===== src/rtl/ghost_pkg.sv =====
// Shared types and constants for the ghost behaviour sequencer.
package ghost_pkg;

  // Global ghost mode
  typedef enum logic [1:0] {
    MODE_IDLE    = 2'd0,
    MODE_SCATTER = 2'd1,
    MODE_CHASE   = 2'd2,
    MODE_FRIGHT  = 2'd3
  } mode_t;

  // Movement direction shared with the ghost modules
  typedef enum logic [1:0] {
    DIR_UP    = 2'd0,
    DIR_DOWN  = 2'd1,
    DIR_LEFT  = 2'd2,
    DIR_RIGHT = 2'd3
  } dir_t;

  localparam int unsigned GHOST_BLINKY = 0;
  localparam int unsigned GHOST_PINKY  = 1;
  localparam int unsigned GHOST_INKY   = 2;
  localparam int unsigned GHOST_CLYDE  = 3;
  localparam int unsigned NUM_GHOSTS   = 4;

  localparam int unsigned SEC_W      = 6;
  localparam int unsigned SEC_MAX    = 63;
  localparam int unsigned PHASE_W    = 3;
  localparam int unsigned PHASE_LAST = 7;

  localparam int unsigned DEF_SCAT0      = 7;
  localparam int unsigned DEF_CHASE0     = 20;
  localparam int unsigned DEF_SCAT1      = 7;
  localparam int unsigned DEF_CHASE1     = 20;
  localparam int unsigned DEF_SCAT2      = 5;
  localparam int unsigned DEF_CHASE2     = 20;
  localparam int unsigned DEF_SCAT3      = 5;
  localparam int unsigned DEF_FRIGHT_SEC = 6;
  localparam int unsigned DEF_FLASH_SEC  = 2;
  localparam int unsigned DEF_REL1       = 5;
  localparam int unsigned DEF_REL2       = 10;
  localparam int unsigned DEF_REL3       = 15;

  // Even phases scatter, odd phases chase
  function automatic mode_t phase_mode(input logic [PHASE_W-1:0] idx);
    return idx[0] ? MODE_CHASE : MODE_SCATTER;
  endfunction

endpackage


===== src/rtl/sec_timer.sv =====
// Cycle prescaler plus saturating 6-bit seconds counter.
module sec_timer
  import ghost_pkg::*;
#(
  parameter int unsigned CYCLES_PER_SEC = 25_000_000
) (
  input  logic             clk,
  input  logic             reset,
  input  logic             en,
  input  logic             clr,
  output logic [SEC_W-1:0] secs,
  output logic             sec_tick
);

  localparam int unsigned PRE_W = (CYCLES_PER_SEC > 1) ? $clog2(CYCLES_PER_SEC) : 1;
  localparam logic [PRE_W-1:0] PRE_LAST = PRE_W'(CYCLES_PER_SEC - 1);

  logic [PRE_W-1:0] pre;

  // High on the enabled cycle that completes a second
  assign sec_tick = en && (pre == PRE_LAST);

  // Prescaler and seconds count; clear beats enable
  always_ff @(posedge clk or posedge reset) begin
    if (reset) begin
      pre  <= '0;
      secs <= '0;
    end else if (clr) begin
      pre  <= '0;
      secs <= '0;
    end else if (en) begin
      if (sec_tick) begin
        pre <= '0;
        if (secs != SEC_W'(SEC_MAX)) secs <= secs + SEC_W'(1);
      end else begin
        pre <= pre + PRE_W'(1);
      end
    end
  end

endmodule


===== src/rtl/ghost_mode_ctrl.sv =====
// Scatter/chase schedule, frightened override and house release sequencer.
module ghost_mode_ctrl
  import ghost_pkg::*;
#(
  parameter int unsigned CYCLES_PER_SEC = 25_000_000,
  parameter int unsigned SCAT0          = DEF_SCAT0,
  parameter int unsigned CHASE0         = DEF_CHASE0,
  parameter int unsigned SCAT1          = DEF_SCAT1,
  parameter int unsigned CHASE1         = DEF_CHASE1,
  parameter int unsigned SCAT2          = DEF_SCAT2,
  parameter int unsigned CHASE2         = DEF_CHASE2,
  parameter int unsigned SCAT3          = DEF_SCAT3,
  parameter int unsigned FRIGHT_SEC     = DEF_FRIGHT_SEC,
  parameter int unsigned FLASH_SEC      = DEF_FLASH_SEC,
  parameter int unsigned REL1           = DEF_REL1,
  parameter int unsigned REL2           = DEF_REL2,
  parameter int unsigned REL3           = DEF_REL3
) (
  input  logic               clk,
  input  logic               reset,
  input  logic               start,
  input  logic               run,
  input  logic               energizer,
  output logic               is_scatter,
  output logic               is_chase,
  output logic               is_frightened,
  output logic               fright_flash,
  output logic               reverse_pulse,
  output logic [PHASE_W-1:0] phase_idx,
  output logic [3:0]         ghost_release
);

  localparam int unsigned FLASH_AT = (FRIGHT_SEC > FLASH_SEC) ? (FRIGHT_SEC - FLASH_SEC) : 0;

  mode_t state, state_nxt;
  logic [PHASE_W-1:0] idx_nxt, idx_adv;
  logic [3:0] rel_nxt;
  logic rev_nxt, flash_nxt;

  logic active, ph_en, fr_en, rel_en, ph_clr, fr_clr, rel_clr;
  logic ph_tick, fr_tick, rel_tick;
  logic [SEC_W-1:0] ph_secs, fr_secs, rel_secs;
  logic [SEC_W-1:0] ph_dur, fr_secs_nxt, rel_secs_nxt;
  logic phase_exp, fright_exp, ener_hit;

  // Duration of the current schedule phase; phase 7 never expires
  always_comb begin
    case (phase_idx)
      3'd0:    ph_dur = SEC_W'(SCAT0);
      3'd1:    ph_dur = SEC_W'(CHASE0);
      3'd2:    ph_dur = SEC_W'(SCAT1);
      3'd3:    ph_dur = SEC_W'(CHASE1);
      3'd4:    ph_dur = SEC_W'(SCAT2);
      3'd5:    ph_dur = SEC_W'(CHASE2);
      3'd6:    ph_dur = SEC_W'(SCAT3);
      default: ph_dur = '0;
    endcase
  end

  assign active   = (state != MODE_IDLE);
  assign ph_en    = run && ((state == MODE_SCATTER) || (state == MODE_CHASE));
  assign fr_en    = run && (state == MODE_FRIGHT);
  assign rel_en   = run && active;
  assign ener_hit = energizer && active;

  assign phase_exp  = ph_tick && (phase_idx != PHASE_W'(PHASE_LAST))
                      && (ph_secs == ph_dur - SEC_W'(1));
  assign fright_exp = fr_tick && (fr_secs == SEC_W'(FRIGHT_SEC - 1));
  assign idx_adv    = phase_exp ? phase_idx + PHASE_W'(1) : phase_idx;

  assign ph_clr  = start || phase_exp;
  assign fr_clr  = start || ener_hit;
  assign rel_clr = start;

  sec_timer #(.CYCLES_PER_SEC(CYCLES_PER_SEC)) u_phase_tmr (
    .clk(clk), .reset(reset), .en(ph_en), .clr(ph_clr), .secs(ph_secs), .sec_tick(ph_tick)
  );

  sec_timer #(.CYCLES_PER_SEC(CYCLES_PER_SEC)) u_fright_tmr (
    .clk(clk), .reset(reset), .en(fr_en), .clr(fr_clr), .secs(fr_secs), .sec_tick(fr_tick)
  );

  sec_timer #(.CYCLES_PER_SEC(CYCLES_PER_SEC)) u_release_tmr (
    .clk(clk), .reset(reset), .en(rel_en), .clr(rel_clr), .secs(rel_secs), .sec_tick(rel_tick)
  );

  // Post-edge seconds values so flash and release bits line up with the counters
  always_comb begin
    fr_secs_nxt = fr_secs;
    if (fr_clr) fr_secs_nxt = '0;
    else if (fr_tick && (fr_secs != SEC_W'(SEC_MAX))) fr_secs_nxt = fr_secs + SEC_W'(1);
    rel_secs_nxt = rel_secs;
    if (rel_clr) rel_secs_nxt = '0;
    else if (rel_tick && (rel_secs != SEC_W'(SEC_MAX))) rel_secs_nxt = rel_secs + SEC_W'(1);
  end

  // Next mode, phase, reverse request and release bits; start > energizer > phase expiry
  always_comb begin
    state_nxt = state;
    idx_nxt   = phase_idx;
    rev_nxt   = 1'b0;
    rel_nxt   = ghost_release;
    if (start) begin
      state_nxt = MODE_SCATTER;
      idx_nxt   = '0;
      rel_nxt   = 4'b0001;
    end else if (active) begin
      idx_nxt = idx_adv;
      if (ener_hit) begin
        state_nxt = MODE_FRIGHT;
        rev_nxt   = 1'b1;
      end else if (phase_exp) begin
        state_nxt = phase_mode(idx_adv);
        rev_nxt   = 1'b1;
      end else if (fright_exp) begin
        state_nxt = phase_mode(phase_idx);
      end
      if (rel_secs_nxt >= SEC_W'(REL1)) rel_nxt[GHOST_PINKY] = 1'b1;
      if (rel_secs_nxt >= SEC_W'(REL2)) rel_nxt[GHOST_INKY]  = 1'b1;
      if (rel_secs_nxt >= SEC_W'(REL3)) rel_nxt[GHOST_CLYDE] = 1'b1;
    end
    flash_nxt = (state_nxt == MODE_FRIGHT) && (fr_secs_nxt >= SEC_W'(FLASH_AT));
  end

  // Mode register with registered decoded outputs
  always_ff @(posedge clk or posedge reset) begin
    if (reset) begin
      state         <= MODE_IDLE;
      phase_idx     <= '0;
      ghost_release <= '0;
      reverse_pulse <= 1'b0;
      is_scatter    <= 1'b0;
      is_chase      <= 1'b0;
      is_frightened <= 1'b0;
      fright_flash  <= 1'b0;
    end else begin
      state         <= state_nxt;
      phase_idx     <= idx_nxt;
      ghost_release <= rel_nxt;
      reverse_pulse <= rev_nxt;
      is_scatter    <= (state_nxt == MODE_SCATTER);
      is_chase      <= (state_nxt == MODE_CHASE);
      is_frightened <= (state_nxt == MODE_FRIGHT);
      fright_flash  <= flash_nxt;
    end
  end

endmodule


===== config.mk =====
export PLATFORM = sky130hd
export DESIGN_NAME = ghost_mode_ctrl
export DESIGN_NICKNAME = d
export VERILOG_FILES = /design/src/rtl/ghost_pkg.sv /design/src/rtl/sec_timer.sv /design/src/rtl/ghost_mode_ctrl.sv
export SDC_FILE = /design/constraint.sdc
export NUM_CORES = 1
export LEC_CHECK = 0
export ABC_CLOCK_PERIOD_IN_PS = 4400
export BUFFER_PORTS_ARGS = -buffer_cell sky130_fd_sc_hd__buf_2
export CELL_PAD_IN_SITES_DETAIL_PLACEMENT = 0
export CELL_PAD_IN_SITES_GLOBAL_PLACEMENT = 2
export CORE_UTILIZATION = 38
export DETAILED_ROUTE_END_ITERATION = 8
export PLACE_DENSITY_LB_ADDON = 0.1
export SLEW_MARGIN = 20
export SYNTH_ARGS = -nofsm -noshare
export SYNTH_HDL_FRONTEND = slang
export SYNTH_SLANG_ARGS = --single-unit

===== constraint.sdc =====
create_clock -name clk -period 4.4 [get_ports clk]
set_clock_uncertainty 0.2 [all_clocks]
set_input_delay 0.44 -clock clk [delete_from_list [all_inputs] [get_ports clk]]
set_output_delay 0.44 -clock clk [all_outputs]
set_load 0.02 [all_outputs]

==> results.yml <==
run_status:
  outcome: "finished with violations"
  violations: "negative hold slack"
cts:
  clk_pin_slew_worst_paths_ns: 0.07
  cts-root-buf: "clkbuf_16"
  clock_buffers_created_by_tritoncts: 9
  cts_post_setup_buffers_inserted: 0
  ctsHoldBuffers: 0
  cts_tree: "yes"
  ctsHtreeMaxLevel: 3
  cts_buffer_depth: 2
  cts_resized: 0
  cts_num_sinks: 107
  clock_insertion_delay_worst_skew_ns: 0.36
place:
  place_inst: 911
  dp_worst_setup_slack_ns: 0.956
  io_buf_count: 16
  place.detailed.hpwl_um: 10800
  gp_routability_congestion: 0.784
  post_dp_cell_area_mm2: 0.00654
setup_path:
  worstSetupEndpointType: "register"
  worstPathArrival_ns: 3.52
  critical_path.cell_chain: "ha_1 > ha_1 > or3_1 > a211o_1 > a2111oi_4 > a211oi_4 > buf_4 > or4_1 > a21oi_1"
  dominant_delay_contributor_by_cell_family_on_the_critical_path: "compound AO/OA/AOI/OAI gates"
  worst_path_most_repeated_cell: "ha_1"
  crit_fanout: 38
  max_stage_delay_ns: 0.54
  timing.critical_path.required_ns: 4.48
  criticalPathCategory: "reg -> reg"
  cp.buffers_inverters: 1
  worst_setup_path_start_kind: "register"
  crit_slowest_cell: "or4_1"
timing:
  hold_violations: 1
  totalNegativeSetupSlack_ns: 0
  final.min_clock_period_ns: 3.44
  grt_setup_unrepaired: "false"
  final_critical_path_share_of_the_clock_period: 0.783
  finalMaxSlewViolations: 0
  endpoints_failing_setup: 0
  fmaxAchievable_ghz: 0.290
  final.hold.worst_slack_ns: -0.0000757
  setup_slack_ns: 0.956
  timing_worst_slew_pin_value_ns: 1.01
  slew-limit-headroom: 0.323
synth:
  synthCells: 699
  synthesis.area_mm2: 0.00624
  netlist-cell-type-count: 58
  syn_area_per_cell_um2: 8.92
  yosysSeqAreaShare: 0.429
  yosys-top-cells-area: "dfrtp_1 (43%), nor2_1 (5.4%), xor2_1 (4.2%)"
  ys.flop_type: "dfrtp_1"
  number_of_flops_mapped_to_enable_cells_by_yosys: 0
  ys_seq_elements: 107
  synth_net_count: 719
  synth_area_leader_cell: "dfrtp_1"
  yosysWarningCount: 0
  synthArstFlopShare: 1.00
  yosysTopAreaCellShare: 0.429
global_route:
  gr-total-overflow: 0
  pin_count_of_the_biggest_net_entering_global_routing: 81
  initial_antenna_violation_count: 0
  via_count_of_the_first_global_routing_pass: 5010
  wire_length_of_the_first_global_routing_pass_um: 25800
  track_usage: 0.195
layout:
  final_net_count: 726
  layout.cell_area.non_filler_mm2: 0.00688
  top_library_cells_by_usage_in_the_layout_fill_and_taps_aside: "dfrtp_1 (107), nor2_1 (89), nand2_1 (57), nand3_1 (45), a21oi_1 (34)"
  post_route_cells_drive_above_1_share: 0.0703
  diodes: 0
  layout_commonest_cell: "dfrtp_1"
  finish.cell_count_without_fillers: 927
  fillerInstances: 1631
  synthToLayoutAreaGrowth_pct: 10.2
routing:
  route.vias.total: 5188
  dr_wl_met3_um: 402
  routed_wire_length_per_instance_um: 16.4
  drt_pre_antenna_iters: 5
  wirelength_met1_um: 7710
  number_of_design_rule_violations_left_by_the_first_detailed_router_iteration: 250
  route.met2.wl_um: 6950
  route.detailed.drc: 0
  topRoutingLayerUsed: "met4"
  vias_per_cell: 5.60
  wl_um: 15200
  antenna_violating_nets_post_route: 0
flow_run:
  maxCapViolations: 0
floorplanning:
  die_height_um: 130
  ioPinCount: 17
  floorplan_row_count: 46
  floorplan.die_area_mm2: 0.0169
  core_area_mm2: 0.0159
  dieWidth_um: 130
  initial_utilization: 0.391
pwr:
  power.ir.vdd_worst_v: 0.000178
  cellLeakagePower_uw: 0.00268
  powerDensity_mw_per_mm2: 289
worst_hold_path:
  hp-class: "in -> async"
-- layout make-up --
| type | instances | area (µm²) | share of cell area |
|---|---|---|---|
| inverters | 24 | 95.1 | 0.0138 |
| repair buffers | 23 | 133 | 0.0193 |
| multi-input cells | 541 | 3370 | 0.490 |
| clock inverters | 6 | 91.3 | 0.0133 |
| well taps | 216 | 270 | 0.0393 |
| flip-flops and latches | 107 | 2680 | 0.389 |
| clock buffers | 10 | 239 | 0.0348 |
-- cells in the mapped netlist, drive strengths merged, types with 2 or more instances --
master	count
a211o	2
a211oi	6
a21o	4
a21oi	34
a2bb2oi	2
a311oi	2
a31oi	4
and2	10
and3	15
and4	14
buf	3
clkbuf	24
dfrtp	107
ha	15
inv	24
mux2i	8
nand2	57
nand2b	7
nand3	45
nand4	33
nor2	89
nor2b	3
nor3	18
nor3b	5
nor4	13
nor4b	7
nor4bb	4
o211ai	2
o21ai	20
o21bai	2
o31ai	14
o41ai	2
or2	4
or3	20
or4	13
xnor2	23
xor2	30
-- path summary, 6_finish.rpt --
kind | startpoint | end | slack, ns | cells past startpoint
max in group asynchronous | reset | u_release_tmr.pre[17] | 3.16 | 3
max reg2reg | phase_idx[0] | u_phase_tmr.pre[13] | 0.96 | 9
min reg2reg | ghost_release[0] | ghost_release[0] | 0.28 | 1
min | reset | u_fright_tmr.pre[21] | -0.00008 | 2
min in group clk | energizer | reverse_pulse | 0.26 | 2
max | phase_idx[0] | u_phase_tmr.pre[13] | 0.96 | 9
-- through the flow --
step | utilization | power, µW
global placement | 0.410 | 1100
CTS | 0.431 | 2020
floorplan | - | 1070
global route | 0.431 | 2070
detailed placement | 0.410 | 1100
finish | 0.431 | 1990
-- cell families after synthesis --
family          synth area share
compound gates             0.114
xor+xnor                  0.0744
fa+ha+maj                 0.0301
buf+inv                   0.0325
flops                      0.429
mux                       0.0128
simple gates               0.307
-- layer usage --
layer  up-vias  GRT usage
met5         -          0
met4         0     0.0629
met3        14     0.0373
met2        65      0.307
met1      2553      0.270
li1       2556          -
-- sequential cells by signal (all words and copies together) (netlist names), 3 cells and up --
signal,cells
ghost_release,4
phase_idx,3
u_fright_tmr.pre,25
u_fright_tmr.secs,6
u_phase_tmr.pre,25
u_phase_tmr.secs,6
u_release_tmr.pre,25
u_release_tmr.secs,6
-- power breakdown --
| group | switching, µW | internal [µW] | leakage (µW) | total [µW] |
|---|---|---|---|---|
| Clock | 389 | 520 | 0.000164 | 909 |
| Combinational | 69.9 | 18.0 | 0.00104 | 88.0 |
| Sequential | 5.25 | 988 | 0.00148 | 993 |
Note: power is estimated with default switching activity, not from simulation.
